### config.mk
export PLATFORM = sky130hd
export DESIGN_NAME = fwd_scoreboard_flat
export DESIGN_NICKNAME = d
export VERILOG_FILES = /design/src/rtl/fwd_scoreboard_if.sv /design/src/rtl/fwd_scoreboard.sv /design/src/flat_wrapper.sv
export SDC_FILE = /design/constraint.sdc
export NUM_CORES = 1
export LEC_CHECK = 0
export CORE_ASPECT_RATIO = 2
export CORE_MARGIN = 10
export CORE_UTILIZATION = 45
export CTS_CLUSTER_SIZE = 40
export DETAILED_ROUTE_END_ITERATION = 8
export PLACE_DENSITY = 0.84
export SLEW_MARGIN = 5
export SYNTH_ARGS = -nofsm -noshare
export SYNTH_HDL_FRONTEND = slang
export SYNTH_SLANG_ARGS = --single-unit
### constraint.sdc
create_clock -name clk -period 9.5 [get_ports clk]
set_input_delay 1.425 -clock clk [delete_from_list [all_inputs] [get_ports clk]]
set_output_delay 1.425 -clock clk [all_outputs]
set_load 0.1 [all_outputs]
### src/rtl/fwd_scoreboard_if.sv
// Pipeline-side bundle for the forwarding scoreboard: EX producer info,
// load return, read-port requests and the forwarding/stall results.
interface fwd_scoreboard_if #(
  parameter int XLEN   = 32,
  parameter int NUM_RP = 2
);
  logic                     ex_wen;
  logic [4:0]               ex_rd;
  logic                     ex_ready;
  logic [XLEN-1:0]          ex_data;
  logic                     ex_flush;
  logic                     pipe_hold;
  logic                     ld_valid;
  logic [XLEN-1:0]          ld_data;
  logic [NUM_RP-1:0]        rp_en;
  logic [5*NUM_RP-1:0]      rp_addr;
  logic [NUM_RP-1:0]        fwd_hit;
  logic [XLEN*NUM_RP-1:0]   fwd_data;
  logic                     stall;
  logic [31:0]              stall_cnt;
  logic                     err;

  // Pipeline side drives requests and consumes forwarding results.
  modport master (
    output ex_wen, ex_rd, ex_ready, ex_data, ex_flush, pipe_hold,
           ld_valid, ld_data, rp_en, rp_addr,
    input  fwd_hit, fwd_data, stall, stall_cnt, err
  );

  // Scoreboard side.
  modport slave (
    input  ex_wen, ex_rd, ex_ready, ex_data, ex_flush, pipe_hold,
           ld_valid, ld_data, rp_en, rp_addr,
    output fwd_hit, fwd_data, stall, stall_cnt, err
  );
endinterface

### src/rtl/fwd_scoreboard.sv
// Post-EX forwarding scoreboard: tracks rd/data of every in-flight slot
// after EX, forwards youngest-first to NUM_RP read ports, raises load-use
// stalls, counts stall cycles and flags loads that leave without data.

// One read port: youngest (lowest index) matching slot wins.
module fwd_lookup #(
  parameter int XLEN  = 32,
  parameter int DEPTH = 2
) (
  input  logic                        en,
  input  logic [4:0]                  addr,
  input  logic [DEPTH-1:0]            vld,
  input  logic [DEPTH-1:0][4:0]       rd,
  input  logic [DEPTH-1:0]            rdy,
  input  logic [DEPTH-1:0][XLEN-1:0]  sdata,
  output logic                        hit,
  output logic                        pend,
  output logic [XLEN-1:0]             data
);
  // Scan oldest to youngest so the youngest match overwrites older ones.
  always_comb begin
    hit  = 1'b0;
    pend = 1'b0;
    data = '0;
    if (en && addr != 5'd0) begin
      for (int i = DEPTH-1; i >= 0; i--) begin
        if (vld[i] && rd[i] == addr) begin
          hit  = rdy[i];
          pend = !rdy[i];
          data = rdy[i] ? sdata[i] : '0;
        end
      end
    end
  end
endmodule

module fwd_scoreboard #(
  parameter int XLEN      = 32,
  parameter int DEPTH     = 2,
  parameter int NUM_RP    = 2,
  parameter int LOAD_SLOT = 0
) (
  input logic            clk,
  input logic            rst,
  fwd_scoreboard_if.slave bus
);
  typedef struct packed {
    logic            valid;
    logic [4:0]      rd;
    logic            ready;
    logic [XLEN-1:0] data;
  } slot_t;

  // Where a filled load lands after a shift; when the load slot is the
  // last one the entry retires and the fill simply goes with it.
  localparam int LD_DST     = (LOAD_SLOT < DEPTH-1) ? LOAD_SLOT + 1 : LOAD_SLOT;
  localparam bit LD_RETIRES = (LOAD_SLOT == DEPTH-1);

  slot_t [DEPTH-1:0]             slots, nxt;
  logic  [DEPTH-1:0]             s_vld, s_rdy;
  logic  [DEPTH-1:0][4:0]        s_rd;
  logic  [DEPTH-1:0][XLEN-1:0]   s_data;
  logic  [NUM_RP-1:0]            hit, pend;
  logic  [NUM_RP-1:0][XLEN-1:0]  fdata;
  logic                          stall;
  logic                          ld_open, fill, insert;
  slot_t                         ins;
  logic  [31:0]                  cnt;
  logic                          err;

  genvar g;
  generate
    for (g = 0; g < DEPTH; g++) begin : g_slot
      assign s_vld[g]  = slots[g].valid;
      assign s_rd[g]   = slots[g].rd;
      assign s_rdy[g]  = slots[g].ready;
      assign s_data[g] = slots[g].data;
    end
    for (g = 0; g < NUM_RP; g++) begin : g_port
      fwd_lookup #(.XLEN(XLEN), .DEPTH(DEPTH)) u_lk (
        .en    (bus.rp_en[g]),
        .addr  (bus.rp_addr[5*g +: 5]),
        .vld   (s_vld),
        .rd    (s_rd),
        .rdy   (s_rdy),
        .sdata (s_data),
        .hit   (hit[g]),
        .pend  (pend[g]),
        .data  (fdata[g])
      );
    end
  endgenerate

  assign stall   = (|pend) && !bus.ex_flush;
  assign ld_open = slots[LOAD_SLOT].valid && !slots[LOAD_SLOT].ready;
  assign fill    = bus.ld_valid && ld_open;
  assign insert  = bus.ex_wen && bus.ex_rd != 5'd0 && !stall && !bus.ex_flush;

  // New slot-0 entry; a stalled or flushed EX leaves a bubble.
  always_comb begin
    ins = '0;
    if (insert) begin
      ins.valid = 1'b1;
      ins.rd    = bus.ex_rd;
      ins.ready = bus.ex_ready;
      ins.data  = bus.ex_ready ? bus.ex_data : '0;
    end
  end

  // Next slot state: shift + insert when running, in-place fill when held.
  always_comb begin
    nxt = slots;
    if (!bus.pipe_hold) begin
      for (int i = 1; i < DEPTH; i++) nxt[i] = slots[i-1];
      nxt[0] = ins;
      if (fill && !LD_RETIRES) begin
        nxt[LD_DST].ready = 1'b1;
        nxt[LD_DST].data  = bus.ld_data;
      end
    end else if (fill) begin
      nxt[LOAD_SLOT].ready = 1'b1;
      nxt[LOAD_SLOT].data  = bus.ld_data;
    end
  end

  // Slot registers.
  always_ff @(posedge clk or posedge rst) begin
    if (rst) slots <= '0;
    else     slots <= nxt;
  end

  // Saturating count of stall cycles that actually cost a pipeline advance.
  always_ff @(posedge clk or posedge rst) begin
    if (rst)                                          cnt <= '0;
    else if (stall && !bus.pipe_hold && cnt != '1)    cnt <= cnt + 32'd1;
  end

  // Sticky: a load moved out of its data-return slot with nothing filled.
  always_ff @(posedge clk or posedge rst) begin
    if (rst)                                          err <= 1'b0;
    else if (!bus.pipe_hold && ld_open && !bus.ld_valid) err <= 1'b1;
  end

  assign bus.fwd_hit   = hit;
  assign bus.fwd_data  = fdata;
  assign bus.stall     = stall;
  assign bus.stall_cnt = cnt;
  assign bus.err       = err;
endmodule
### src/flat_wrapper.sv
// flat-port wrapper written by rule: the top's interface ports become plain ports
module fwd_scoreboard_flat 
#(
  parameter int XLEN      = 32,
  parameter int DEPTH     = 2,
  parameter int NUM_RP    = 2,
  parameter int LOAD_SLOT = 0
)
  (clk, rst, bus_ex_wen, bus_ex_rd, bus_ex_ready, bus_ex_data, bus_ex_flush, bus_pipe_hold, bus_ld_valid, bus_ld_data, bus_rp_en, bus_rp_addr, bus_fwd_hit, bus_fwd_data, bus_stall, bus_stall_cnt, bus_err);
  fwd_scoreboard_if #(.XLEN(XLEN), .NUM_RP(NUM_RP)) bus_i ();
  input logic clk;
  input logic rst;
  input wire logic [$bits(bus_i.ex_wen)-1:0] bus_ex_wen;
  input wire logic [$bits(bus_i.ex_rd)-1:0] bus_ex_rd;
  input wire logic [$bits(bus_i.ex_ready)-1:0] bus_ex_ready;
  input wire logic [$bits(bus_i.ex_data)-1:0] bus_ex_data;
  input wire logic [$bits(bus_i.ex_flush)-1:0] bus_ex_flush;
  input wire logic [$bits(bus_i.pipe_hold)-1:0] bus_pipe_hold;
  input wire logic [$bits(bus_i.ld_valid)-1:0] bus_ld_valid;
  input wire logic [$bits(bus_i.ld_data)-1:0] bus_ld_data;
  input wire logic [$bits(bus_i.rp_en)-1:0] bus_rp_en;
  input wire logic [$bits(bus_i.rp_addr)-1:0] bus_rp_addr;
  output wire logic [$bits(bus_i.fwd_hit)-1:0] bus_fwd_hit;
  output wire logic [$bits(bus_i.fwd_data)-1:0] bus_fwd_data;
  output wire logic [$bits(bus_i.stall)-1:0] bus_stall;
  output wire logic [$bits(bus_i.stall_cnt)-1:0] bus_stall_cnt;
  output wire logic [$bits(bus_i.err)-1:0] bus_err;
  assign bus_i.ex_wen = bus_ex_wen;
  assign bus_i.ex_rd = bus_ex_rd;
  assign bus_i.ex_ready = bus_ex_ready;
  assign bus_i.ex_data = bus_ex_data;
  assign bus_i.ex_flush = bus_ex_flush;
  assign bus_i.pipe_hold = bus_pipe_hold;
  assign bus_i.ld_valid = bus_ld_valid;
  assign bus_i.ld_data = bus_ld_data;
  assign bus_i.rp_en = bus_rp_en;
  assign bus_i.rp_addr = bus_rp_addr;
  assign bus_fwd_hit = bus_i.fwd_hit;
  assign bus_fwd_data = bus_i.fwd_data;
  assign bus_stall = bus_i.stall;
  assign bus_stall_cnt = bus_i.stall_cnt;
  assign bus_err = bus_i.err;
  fwd_scoreboard #(.XLEN(XLEN), .DEPTH(DEPTH), .NUM_RP(NUM_RP), .LOAD_SLOT(LOAD_SLOT)) u_core (.clk(clk), .rst(rst), .bus(bus_i));
endmodule
; After elaboration in Yosys (flattened, before gate mapping)
; Index checks and enable logic that the tools add are counted.
[word_totals]
register_bits = 111
out_inout_bits = 100
elab_cells = 66
[classes]
add_sub_neg = 1
n_eq_ne = 5
mux = 24
reduce_logical = 26
[ops]
columns = op, count
row1 = $mux W32, 9
row2 = $mux W33, 2
row3 = $mux W39, 1
row4 = $add A32 B1 Y32 const B, 1
row5 = $ne A32 B32 Y1 const B, 1
row6 = $eq A5 B5 Y1, 4
row7 = $logic_and A1 B1 Y1, 16
row8 = $reduce_bool A5 Y1, 3
row9 = $mux W1, 12
row10 = $logic_not A1 Y1, 6
row11 = $reduce_or A2 Y1, 1

; Depth between registers and ports, before layout
[depth]
word_depth = 12
mapped_depth = 9

; Modules after synthesis
; Synthesis repeated with hierarchy kept, for this count alone.
[unflattened]
hier_cells = 663
hier_area_um2 = 6972.9
[by_module_without_submodules]
columns = module, instances, cells_each, area_each_um2
row1 = fwd_scoreboard, 1, 365, 4870.9
row2 = fwd_lookup, 2, 149, 1051.0

; Worst setup path after synthesis
; OpenSTA, ideal clock, no wires.
[synth_timing]
kind = input to output
from = in bus_rp_addr[6]
to = out bus_fwd_data[34]
arrival_ns = 4.006
setup_slack_ns = 4.069
path_stages = 8
path_buffers = 2
path_cell_list = xor2_1 nor4_1 and3_1 and2_1 clkbuf_1 clkbuf_1 a22oi_1 nor2_1
[synth_via]
elab_chain_len = 5
elab_cells_between_ends = 9
[synth_lines]
columns = item, line_no
row1 = start: declaration, flat_wrapper.sv:22  ; input wire logic [$bits(bus_i.rp_addr)-1:0] bus_rp_addr;
row2 = $eq A5 B5 Y1, fwd_scoreboard.sv:27  ; if (vld[i] && rd[i] == addr) begin
row3 = $logic_and A1 B1 Y1, fwd_scoreboard.sv:27
row4 = $mux W32 (2 in series), fwd_scoreboard.sv:27
row5 = $mux W32 *, fwd_scoreboard.sv:25  ; if (en && addr != 5'd0) begin
row6 = end: declaration, flat_wrapper.sv:24  ; output wire logic [$bits(bus_i.fwd_data)-1:0] bus_fwd_data;
; Mark *: on every way between the ends. The rest lies on a longest branch, timed or not.

; Worst setup path after layout
[layout_timing]
from = in bus_rp_addr[8]
to = out bus_fwd_data[59]
; The elaborated chain is that of the path after synthesis.

==> impl_metrics.ini <==
[timing]
fmax_ghz = 0.149
hold_viol = 0
max-slew-margin-rel_pct = 23.4
period_needed_ns = 6.69
setup_viol = 0
timing.final.crit_share_pct = 70.5
slew_viol_final = 0
fin_setup_tns_ns = 0
tightest_slew_ns = 1.14
fin_hold_ws_ns = 0.495
rsz0062_at_grt = false
skew_ns = 0.0133

[die]
ios = 188
core_area_um2 = 13100
row_count = 59
dieArea_um2 = 18700
fp.dieW_um = 102
start_util_pct = 46.0
die_y_um = 183

[worst_setup_path]
cp_top_family = buffers and inverters
critPathCaptureType = output port
crit_type = in2out
cpMaxStageDelayCell = clkdlybuf4s50_1
critPathRequiredTime_ns = 8.08
cpMostUsedCell = clkdlybuf4s50_1
rrSetupSlack_ns = 6.26
cp_num_buf_inv = 3
start_kind = input port
crit_chain = clkdlybuf4s50_1, xor2_1, nor3_1, nand2_1, nor3_2, buf_4, a22oi_1, nor2_1, clkdlybuf4s50_1
slowest_delay_ns = 1.17
cp_max_fo = 19
worstPathArrival_ns = 5.27

[pwr]
irDropWorstVdd_mv = 0.0861
p_per_area_nw_per_um2 = 129
p_leak_uw = 0.00360
switchingPower_uw = 278
intPower_uw = 792
power_frac_seq_pct = 49.5
clkPwrFrac_pct = 36.0
comb_power_share_pct = 14.5
switching_share_pct = 26.0

[finish]
final_layout_size_suffix_gt1_share_pct = 14.4
final_cell_mix = clkdlybuf4s50_1 (186), dfrtp_1 (111), nor2_1 (90)
final_nets = 822
nFillCells = 1044
fin_util_pct = 63.3
areaGrowthSynthToFinish_pct = 37.6
layout_commonest_cell = clkdlybuf4s50_1

[synthesis]
ys_seq_area_share_pct = 46.2
synth_edf_count = 0
synthCells = 571
synth_cell_type_count = 38
ys.flop_type = dfrtp_1
yosysWarningCount = 0
syn-cell-area_um2 = 6010
avgSynthCellArea_um2 = 10.5
async_flop_share_pct = 100
ys_seq_elements = 111
syn-num-nets = 660

[placed_design]
place_congestion = 0.883
numPortBuffers = 187
dp_hpwl_mm = 14.4

[clock_tree]
cts_resized = 0
cts_buffers = 9
cts_root_buffer = clkbuf_16
htreeDepth = 3
post_cts_buffers = 0
cts_max_path_buffers = 2
cts_sinks = 111
ctsHoldBuffers = 0
cts_tree = done
cts.reportedPaths.clkPinSlew_ns = 0.07
clock_latency_ns = 0.34

[global_routing]
grt_use_total_pct = 20.6
grt_max_degree = 82
gr-total-overflow = 0
antenna_found_initial = 3
grt_pass1_wl_mm = 30.5
grt_pass1_vias = 5803

[routing]
vias = 5240
drt_iter0_drc = 218
drtPass1Iterations = 5
wl_per_cell_um = 21.6
wl_mm = 19.3
antenna_left = 0
vias_per_cell = 5.88
remaining_drc_errors = 0

[status]
outcome = complete, no violations

[hold_path]
hold_path_class = reg2reg

[run]
cap_viol_max_count = 0
[layer usage]
metal	track usage [%]	vias up	part of all wire [%]	routed length, um
met1	19.9	2587	34	6470
met2	38.0	206	56	10800
li1	-	2399	-	-
met3	6.93	44	7.4	1430
met4	8.81	4	2.9	558
met5	0	-	0.12	23
[path summary, 6_finish.rpt]
kind,end,from,depth (start not counted)
setup reg to reg,u_core.s_data[10],u_core.s_rd[1],8
hold reg to reg,u_core.bus.err,u_core.bus.err,1
min in group asynchronous,u_core.s_data[3],rst,2
max in group asynchronous,u_core.s_data[37],rst,3
hold / removal,u_core.bus.err,u_core.bus.err,1
setup / recovery,bus_fwd_data[59],bus_rp_addr[8],9
[cell usage after synthesis (all sizes together), types with 7 or more instances]
cell type / instances / area [um2]
a22o: 38 / 333
nor4: 7 / 43.8
buf: 13 / 73.8
mux2: 72 / 811
and3: 9 / 61.3
nor3: 16 / 80.1
xnor2: 7 / 61.3
a22oi: 65 / 488
nand4: 8 / 56.3
nand3: 11 / 55.1
nand2: 17 / 63.8
xor2: 44 / 385
dfrtp: 111 / 2780
nor2: 90 / 338
clkbuf: 30 / 113
[registers in the layout, summed over array words and instances, names as in the netlist]
register / cells
u_core.bus.stall_cnt: 32
u_core.s_rd: 10
u_core.s_rdy: 2
u_core.s_data: 64
u_core.s_vld: 2
u_core.bus.err: 1
[cells by family (layout without fill, tap and decap cells)]
logic type,Yosys count,after routing,synth area share [%]
muxes,74,74,13.8
xor gates and xnor gates,51,51,7.44
adders and majority gates,1,1,0.208
buffers and inverters,47,214,3.35
other,0,1,0
DFF,111,111,46.2
and+or+nand+nor,178,178,14.1
AOI/OAI and AO/OA,109,109,14.8
[through the flow]
step           area, um2  std cells  setup slack [ns]  power, uW
5_1_grt             8270        891              2.59       1110
3_3_place_gp        7960        874              2.82        686
4_1_cts             8260        890              2.78       1080
3_5_place_dp        7960        874              2.81        693
2_1_floorplan       6010        571              4.07        623
6_report            8270        891              2.81       1070
[final cells by class]
cell class,instances,area (um2),share of cell area (%)
Antenna cell,1,2.50,0.0303
Clock buffer,10,229,2.77
Clock inverter,6,75.1,0.908
Inverter,4,17.5,0.212
Multi-Input combinational cell,413,3060,37.0
Sequential cell,111,2780,33.6
Tap cell,152,190,2.30
Timing Repair Buffer,194,1920,23.2
[power groups by stage]
| stage | sequential (uW) | combinational (uW) | clock [uW] |
|---|---|---|---|
| final | 530 | 155 | 385 |
| after global routing | 533 | 167 | 415 |
| after floorplan | 544 | 79.0 | 0 |
| after global placement | 535 | 151 | 0 |
| after detailed placement | 538 | 156 | 0 |
| after CTS | 529 | 156 | 395 |
[worst register-to-register path: cells and delay by family, from the launching register on]
kind | cells | cell delay (ns)
simple gates | 3 | 0.94
compound gates | 2 | 1.07
flops | 1 | 0.43
mux | 1 | 0.18
buf+inv | 1 | 0.38
xor+xnor | 1 | 0.19
Note: power is estimated with default switching activity, not from simulation.
